$ cat src/rtl/flag_mon_pkg.sv
// Shared definitions for the flag-monitor block family: window FSM states and
// default sizing reused by the window generator and the monitor bench.
package flag_mon_pkg;

    localparam int DEF_CNT_W       = 8;
    localparam int DEF_SYNC_STAGES = 2;

    localparam logic [1:0] ST_IDLE  = 2'd0;
    localparam logic [1:0] ST_DELAY = 2'd1;
    localparam logic [1:0] ST_OPEN  = 2'd2;
    localparam logic [1:0] ST_GAP   = 2'd3;

    typedef enum logic [1:0] {
        IDLE  = ST_IDLE,
        DELAY = ST_DELAY,
        OPEN  = ST_OPEN,
        GAP   = ST_GAP
    } win_state_t;

endpackage

$ cat src/rtl/sync_ff.sv
// N-stage flop-chain synchroniser for a single asynchronous bit; every stage
// clears to 0 on reset so the output is known before the first clock.
module sync_ff #(
    parameter int STAGES = 2
) (
    input  logic clk,
    input  logic reset_n,
    input  logic d,
    output logic q
);

    genvar gi;
    generate
        for (gi = 0; gi < STAGES; gi++) begin : g_stage
            logic q_reg;
            if (gi == 0) begin : g_first
                always_ff @(posedge clk or negedge reset_n) begin
                    if (!reset_n) begin
                        q_reg <= 1'b0;
                    end else begin
                        q_reg <= d;
                    end
                end
            end else begin : g_next
                always_ff @(posedge clk or negedge reset_n) begin
                    if (!reset_n) begin
                        q_reg <= 1'b0;
                    end else begin
                        q_reg <= g_stage[gi-1].q_reg;
                    end
                end
            end
        end
    endgenerate

    assign q = g_stage[STAGES-1].q_reg;

endmodule

$ cat src/rtl/flag_window_gen.sv
// Window strobe generator feeding the flag monitor: delayed, single-shot or
// repeating windows with a done pulse, a saturating window count and a flag synchroniser.
module flag_window_gen
    import flag_mon_pkg::*;
#(
    parameter int CNT_W       = DEF_CNT_W,
    parameter int SYNC_STAGES = DEF_SYNC_STAGES
) (
    input  logic             clk,
    input  logic             reset_n,
    input  logic             start,
    input  logic             stop,
    input  logic             continuous,
    input  logic [CNT_W-1:0] offset,
    input  logic [CNT_W-1:0] win_len,
    input  logic [CNT_W-1:0] gap_len,
    input  logic             flag_async,
    output logic             window,
    output logic             flag_in,
    output logic             win_done,
    output logic             busy,
    output logic [CNT_W-1:0] win_cnt
);

    localparam logic [CNT_W-1:0] ONE = {{(CNT_W-1){1'b0}}, 1'b1};

    // Phase lengths of 0 behave as 1, so the loaded down-count is max(v,1)-1.
    function automatic logic [CNT_W-1:0] len_m1(input logic [CNT_W-1:0] v);
        return (v == '0) ? '0 : v - ONE;
    endfunction

    win_state_t       state_reg, state_next;
    logic [CNT_W-1:0] cnt_reg, cnt_next;
    logic             stop_pend_reg, stop_pend_next;
    logic             cont_reg;
    logic [CNT_W-1:0] win_len_reg;
    logic [CNT_W-1:0] gap_len_reg;
    logic             window_reg;
    logic             win_done_reg;
    logic             busy_reg;
    logic [CNT_W-1:0] win_cnt_reg;
    logic             win_close;

    always_comb begin
        state_next     = state_reg;
        cnt_next       = cnt_reg;
        stop_pend_next = stop_pend_reg;
        case (state_reg)
            IDLE: begin
                if (start) begin
                    if (offset == '0) begin
                        state_next = OPEN;
                        cnt_next   = len_m1(win_len);
                    end else begin
                        state_next = DELAY;
                        cnt_next   = offset - ONE;
                    end
                end
            end
            DELAY: begin
                if (stop) begin
                    state_next = IDLE;
                end else if (cnt_reg == '0) begin
                    state_next = OPEN;
                    cnt_next   = len_m1(win_len_reg);
                end else begin
                    cnt_next = cnt_reg - ONE;
                end
            end
            OPEN: begin
                // A window always runs to its full length; stop only prevents the next one.
                if (stop) begin
                    stop_pend_next = 1'b1;
                end
                if (cnt_reg == '0) begin
                    if (cont_reg && !stop_pend_reg && !stop) begin
                        state_next = GAP;
                        cnt_next   = len_m1(gap_len_reg);
                    end else begin
                        state_next = IDLE;
                    end
                end else begin
                    cnt_next = cnt_reg - ONE;
                end
            end
            GAP: begin
                if (stop) begin
                    state_next = IDLE;
                end else if (cnt_reg == '0) begin
                    state_next = OPEN;
                    cnt_next   = len_m1(win_len_reg);
                end else begin
                    cnt_next = cnt_reg - ONE;
                end
            end
            default: begin
                state_next = IDLE;
            end
        endcase
        if (state_next == IDLE) begin
            stop_pend_next = 1'b0;
            cnt_next       = '0;
        end
    end

    assign win_close = (state_reg == OPEN) && (state_next != OPEN);

    always_ff @(posedge clk or negedge reset_n) begin
        if (!reset_n) begin
            state_reg     <= IDLE;
            cnt_reg       <= '0;
            stop_pend_reg <= 1'b0;
            window_reg    <= 1'b0;
            win_done_reg  <= 1'b0;
            busy_reg      <= 1'b0;
            win_cnt_reg   <= '0;
        end else begin
            state_reg     <= state_next;
            cnt_reg       <= cnt_next;
            stop_pend_reg <= stop_pend_next;
            // Registered from next-state so the strobe is a clean flop output.
            window_reg    <= (state_next == OPEN);
            busy_reg      <= (state_next != IDLE);
            win_done_reg  <= win_close;
            if (win_close && (win_cnt_reg != '1)) begin
                win_cnt_reg <= win_cnt_reg + ONE;
            end
        end
    end

    // The start offset is consumed directly by the DELAY down-count, so only
    // the parameters needed after the first phase are shadowed.
    always_ff @(posedge clk or negedge reset_n) begin
        if (!reset_n) begin
            cont_reg    <= 1'b0;
            win_len_reg <= '0;
            gap_len_reg <= '0;
        end else if ((state_reg == IDLE) && start) begin
            cont_reg    <= continuous;
            win_len_reg <= win_len;
            gap_len_reg <= gap_len;
        end
    end

    sync_ff #(
        .STAGES (SYNC_STAGES)
    ) u_flag_sync (
        .clk     (clk),
        .reset_n (reset_n),
        .d       (flag_async),
        .q       (flag_in)
    );

    assign window   = window_reg;
    assign win_done = win_done_reg;
    assign busy     = busy_reg;
    assign win_cnt  = win_cnt_reg;

endmodule
$ cat config.mk
export PLATFORM = sky130hd
export DESIGN_NAME = flag_window_gen
export DESIGN_NICKNAME = d
export VERILOG_FILES = /design/src/rtl/flag_mon_pkg.sv /design/src/rtl/sync_ff.sv /design/src/rtl/flag_window_gen.sv
export SDC_FILE = /design/constraint.sdc
export NUM_CORES = 1
export LEC_CHECK = 0
export ABC_AREA = 1
export CAP_MARGIN = 20
export CORE_MARGIN = 3
export CORE_UTILIZATION = 35
export DETAILED_ROUTE_END_ITERATION = 8
export PLACE_DENSITY_LB_ADDON = 0.1
export SYNTH_ARGS = -nofsm -noshare
export SYNTH_HDL_FRONTEND = slang
export SYNTH_SLANG_ARGS = --single-unit
$ cat constraint.sdc
create_clock -name clk -period 2.95 [get_ports clk]
set_input_delay 0.59 -clock clk [delete_from_list [all_inputs] [get_ports clk]]
set_output_delay 0.59 -clock clk [all_outputs]
set_load 0.01 [all_outputs]
==> flow_summary.ini, run 1 <==
[global_routing]
grt_pass1_vias = 2587
antenna_found_initial = 0
grt_max_degree = 42
grt_pass1_wl_mm = 12.39
grt_use_total_pct = 15.90
grt_overflow = 0

[floorplan]
die_w_um = 96.89
rows = 32
dieArea_mm2 = 0.009388
pin_count = 42
initial_utilization_pct = 36.66
die_h_um = 96.89
coreArea_mm2 = 0.007888

[route]
routedWlPerCell_um = 12.87
routed_via_density = 4.818
drc = 0
drtIter0Drc = 84
routed_wirelength_mm = 7.155
dr.pass1.iters = 6
ant_nets = 0
via_count = 2679

[logic_synthesis]
synthTopCellsByArea = dfrtp_1, nand2_1, nand3_1
syn_nets = 448
synthCells = 410
synth_edf_count = 0
yosysUniqueCellTypes = 29
yosysSeqAreaShare_pct = 35.48
synth_warnings = 0
synthFlopType = dfrtp_1
netlist_area_mm2 = 0.002892
postSynthAreaPerCell_um2 = 7.052
ys_ff_latch = 41
synth_top_cell_by_area = dfrtp_1
synth_top_area_share_pct = 35.48
synthArstFlopShare_pct = 100.0

[cts]
cts_tree = yes
clock_path_buffers = 2
clk_latency_ps = 300
cts.sinks = 41
cts_resized = 0
post_cts_buffers = 0
root_buffer = clkbuf_8
clk_pin_slew_ps = 80
holdBufCountCts = 0
cts_buffers = 5
htree_levels = 2

[timing]
finalCriticalPeriod_ps = 2064
worst_pin_slew_ps = 546.5
clock.fmax_mhz = 484.4
setup_viol = 0
finalCritPeriodShare_pct = 69.98
fin_tns_setup_ps = 0
drv_slew = 0
relSlewSlack_pct = 63.57
finClkSkew_ps = 8.277
rsz0062_at_grt = false
hold_violations = 0

[worst_hold_path]
hp-class = in -> async

[setup_path]
ff2ff_path_depth = 11
cp-end-kind = register
required_ps = 3180
crit_type = in -> reg
cp.arrival_ps = 2290
r2r-end = win_cnt[5]
critPathLaunchType = primary input
r2r-start = cnt_reg[0]
critPathMaxFanout = 8
r2r_slack_ps = 1000

[place]
io_buffers = 41
hpwl_mm = 5.510
place_congestion = 0.8731

[pwr]
ir_drop_mv = 0.2608
power.density_mw_per_mm2 = 850.5
p_leak_nw = 1.681

[layout]
layout.nets = 492
syn_to_final_growth_pct = 21.25
fin_util_pct = 44.45
drive_above_1_share_pct = 9.031
nFillCells = 839
diodes = 0

[job]
maxCapViolCount = 0

[outcome]
status = completed
-- synth_stat cells, types with 4 or more instances --
library cell,n
nand2_1,114
inv_1,47
nor2_1,42
dfrtp_1,41
nand3_1,37
o21ai_0,35
nand4_1,16
a21oi_1,12
xor2_1,11
ha_1,8
nand2_2,6
nor2_2,5
xnor2_1,5
inv_2,4
nand3_2,4
-- power by group --
group          internal [mW]  total, mW  switching [mW]
sequential             0.769      0.968           0.199
combinational          0.596       1.62            1.03
clock                  0.186      0.389           0.202
total                   1.55       2.98            1.43
-- metrics by stage --
step	total power [mW]	hold slack [ps]	setup WS, ps	area, um^2	cells
floorplan	2.155	294.4	1209	2892	410
global placement	2.610	332.6	612.3	3400	548
detailed placement	2.605	336.5	586.3	3400	548
CTS	3.003	355.2	895.5	3486	555
global route	3.304	203.8	714.6	3506	556
finish	2.982	189.2	885.7	3506	556
-- how the worst max path moves through the flow --
stage | end | slack (ps) | from
finish | cnt_reg[2] | 890 | offset[0]
global route | cnt_reg[2] | 710 | offset[0]
CTS | cnt_reg[2] | 900 | offset[0]
detailed placement | cnt_reg[2] | 590 | offset[0]
global placement | cnt_reg[2] | 610 | offset[0]
floorplan | cnt_reg[6] | 1210 | offset[0]
-- cell families after synthesis --
logic type	count (synthesis)	synth area share [%]
AOI/OAI and AO/OA	50	9.044
xor gates and xnor gates	16	4.846
adders and majority gates	8	3.462
buffers and inverters	58	7.962
DFF	41	35.48
muxes	1	0.3894
and+or+nand+nor	236	38.81
-- critical path, cell delays in order --
cell and delay, ps:
clkdlybuf4s50_1 390, inv_1 90, ha_1 200, nand2_1 90, nor2_2 180, nand2_2 100
nor2_4 170, nand2_2 80, o21ai_1 190, nand3_1 110, nor2_1 90
-- layout make-up --
class	count	area (um^2)	share of cell area, %
clock buffer	7	86.33	2.463
inverter	52	197.7	5.639
multi-input combinational	311	1635	46.65
sequential	41	1026	29.26
tap	102	127.6	3.640
timing repair buffer	43	432.9	12.35
-- cells in the final DEF (no fill, tap or decap) --
cell type,netlist,routed
nand2_1,114,114
inv_1,47,47
nor2_1,42,42
dfrtp_1,41,41
clkdlybuf4s50_1,0,40
nand3_1,37,37
o21ai_0,35,35
nand4_1,16,16
a21oi_1,12,12
xor2_1,11,11
ha_1,8,8
nand2_2,6,6
clkbuf_8,0,6
nor2_2,5,5
xnor2_1,5,5
inv_2,4,4
nand3_2,4,4
nand2_4,2,2
nand3_4,2,2
nor2_8,2,2
nor2_4,2,2
o21ai_1,2,2
or2_2,2,2
nor3_1,2,2
inv_4,1,1
o21ai_4,1,1
mux2_2,1,1
clkbuf_1,2,1
buf_2,2,1
buf_12,0,1
buf_4,0,1
-- per-layer routing --
layer	global-route usage [%]	up-vias	wire length (um)
met5	0	-	0
met4	4.536	0	94
met3	2.884	7	219
met2	25.58	43	3221
met1	21.84	1225	3620
li1	-	1404	-
Note: power is estimated with default switching activity, not from simulation.
==> inputs of run 2 (changes only) <==
- clock period: 2.95 -> 1.8 ns (I/O delays scaled with it)
==> run 2 against run 1 <==
Via count up 6.4%. Largest power group unchanged. Power up 75%. Final cell count up 5.2%. First-iteration DRC count up 94%. Highest routed layer unchanged. Routed wire length up 6.4%. Clock skew down 1.8 ps. Design area up 8.7%. Combinational power up 83%. Largest cell class unchanged. Critical endpoint unchanged. Non-clock buffer count up 27. Global-route usage up 0.66 points. Clock power up 75%. Critical path type unchanged.
==> flow_summary.ini, run 2 (same netlist as run 1, synthesis figures left out) <==
[outcome]
status = completed

[layout]
layout_commonest_cell = nand2_1
regArea_mm2 = 0.001026
syn_to_final_growth_pct = 31.76
final_area_mm2 = 0.003810
layout.cells.most_common_list = nand2_1, inv_1, dfrtp_1, nor2_1, clkdlybuf4s50_1
fin_util_pct = 48.30
layout.nets = 520
multi_input_area_mm2 = 0.001717
drive_above_1_share_pct = 17.39
nFillCells = 809
diodes = 0

[cts]
cts.sinks = 41
cts_tree = yes
root_buffer = clkbuf_8
clk_latency_ps = 300
clk_pin_slew_ps = 80
clock_path_buffers = 2
cts_buffers = 5
htree_levels = 2
holdBufCountCts = 0

[setup_path]
cp.arrival_ps = 1920
required_ps = 2030
critPathLaunchType = primary input
r2r_slack_ps = 130
critPathMaxStageDelay_ps = 420
slowest_stage = clkdlybuf4s50_1
path_cells = clkdlybuf4s50_1 -> inv_2 -> ha_4 -> nand2_4 -> nor2_4 -> nand2_2 -> nor2_4 -> nand2_2 -> o21ai_2 -> nand3_2 -> nor2_1
cp-end-kind = register
crit_type = in -> reg
critPathMaxFanout = 8

[timing]
clock.fmax_mhz = 590.9
drv_slew = 0
relSlewSlack_pct = 78.57
hold_slack_ps = 17.72
hold_violations = 0
fin_tns_setup_ps = 0
finalCriticalPeriod_ps = 1692
setup_viol = 0
finalCritPeriodShare_pct = 94.02
worst_pin_slew_ps = 318.0
finClkSkew_ps = 6.428

[route]
routedWlPerCell_um = 13.01
drc = 0
drtIter0Drc = 163
routed_via_density = 4.874
dr.pass1.iters = 4
ant_nets = 0
via_count = 2851
routed_wirelength_mm = 7.610

[floorplan]
initial_utilization_pct = 36.66
die_w_um = 96.89
dieArea_mm2 = 0.009388
pin_count = 42
coreArea_mm2 = 0.007888
rows = 32
die_h_um = 96.89

[pwr]
power.density_mw_per_mm2 = 1371
ir_drop_mv = 0.4175
p_leak_nw = 1.851

[place]
place_congestion = 0.8630
hpwl_mm = 5.845
placed_area_mm2 = 0.003600
io_buffers = 41

[global_routing]
grt_overflow = 0
grt_pass1_wl_mm = 13.03
grt_pass1_vias = 2797
antenna_found_initial = 0
grt_use_total_pct = 16.57
grt_max_degree = 42

[worst_hold_path]
hp-class = in -> async

[job]
maxCapViolCount = 0
-- run 2: routing by layer --
layer | GRT usage (%) | vias to the layer above | routed length (um)
met4 | 3.996 | 0 | 70
met3 | 2.451 | 6 | 321
li1 | - | 1460 | -
met5 | 0 | - | 0
met2 | 27.49 | 60 | 3543
met1 | 22.70 | 1325 | 3675
-- run 2: final cells by class --
type | instances | area share (%)
multi-input combinational | 312 | 45.06
clock inverter | 1 | 0.1314
tap | 102 | 3.350
clock buffer | 7 | 2.529
timing repair buffer | 70 | 16.81
sequential | 41 | 26.93
inverter | 52 | 5.189
-- run 2: stage by stage --
step	power, mW	setup WS [ps]	cells
3_5_place_dp	4.451	-248.7	573
5_1_grt	5.743	-17.44	585
2_1_floorplan	3.532	211.4	410
3_3_place_gp	4.440	-215.3	573
4_1_cts	5.165	8.278	581
6_report	5.223	107.7	585
-- run 2: worst max-delay path, delay by kind of cell --
kind | cells | cell delay [ps]
AND/OR/NAND/NOR | 7 | 730
buffers and inverters | 2 | 510
AO/OA/AOI/OAI | 1 | 170
adder cells (fa/ha/maj) | 1 | 150
-- run 2: power breakdown --
part | internal (mW) | leakage [nW] | switching [mW]
combinational | 1.14 | 1.28 | 1.83
clock | 0.347 | 0.0542 | 0.332
sequential | 1.26 | 0.521 | 0.308
total | 2.75 | 1.85 | 2.47
-- run 2: path summary, 6_finish.rpt --
check                                             startpoint              to  depth (start not counted)
max in group asynchronous                            reset_n    state_reg[1]                          2
worst min-delay path                                 reset_n  gap_len_reg[2]                          2
worst max register to register                    cnt_reg[0]      win_cnt[1]                         11
min in group clk                u_flag_sync.g_stage[0].q_reg   u_flag_sync.q                          0
worst min register to register  u_flag_sync.g_stage[0].q_reg   u_flag_sync.q                          0
worst max-delay path                               offset[1]      cnt_reg[2]                         11
-- run 2: repair_timing --
item | 4_1_cts | 5_1_grt
pin swaps | 0 | 12
endpoints found under the setup margin | 7 | 17
setup buffers | 0 | 3
resized for setup | 1 | 21
cloned | 0 | 1
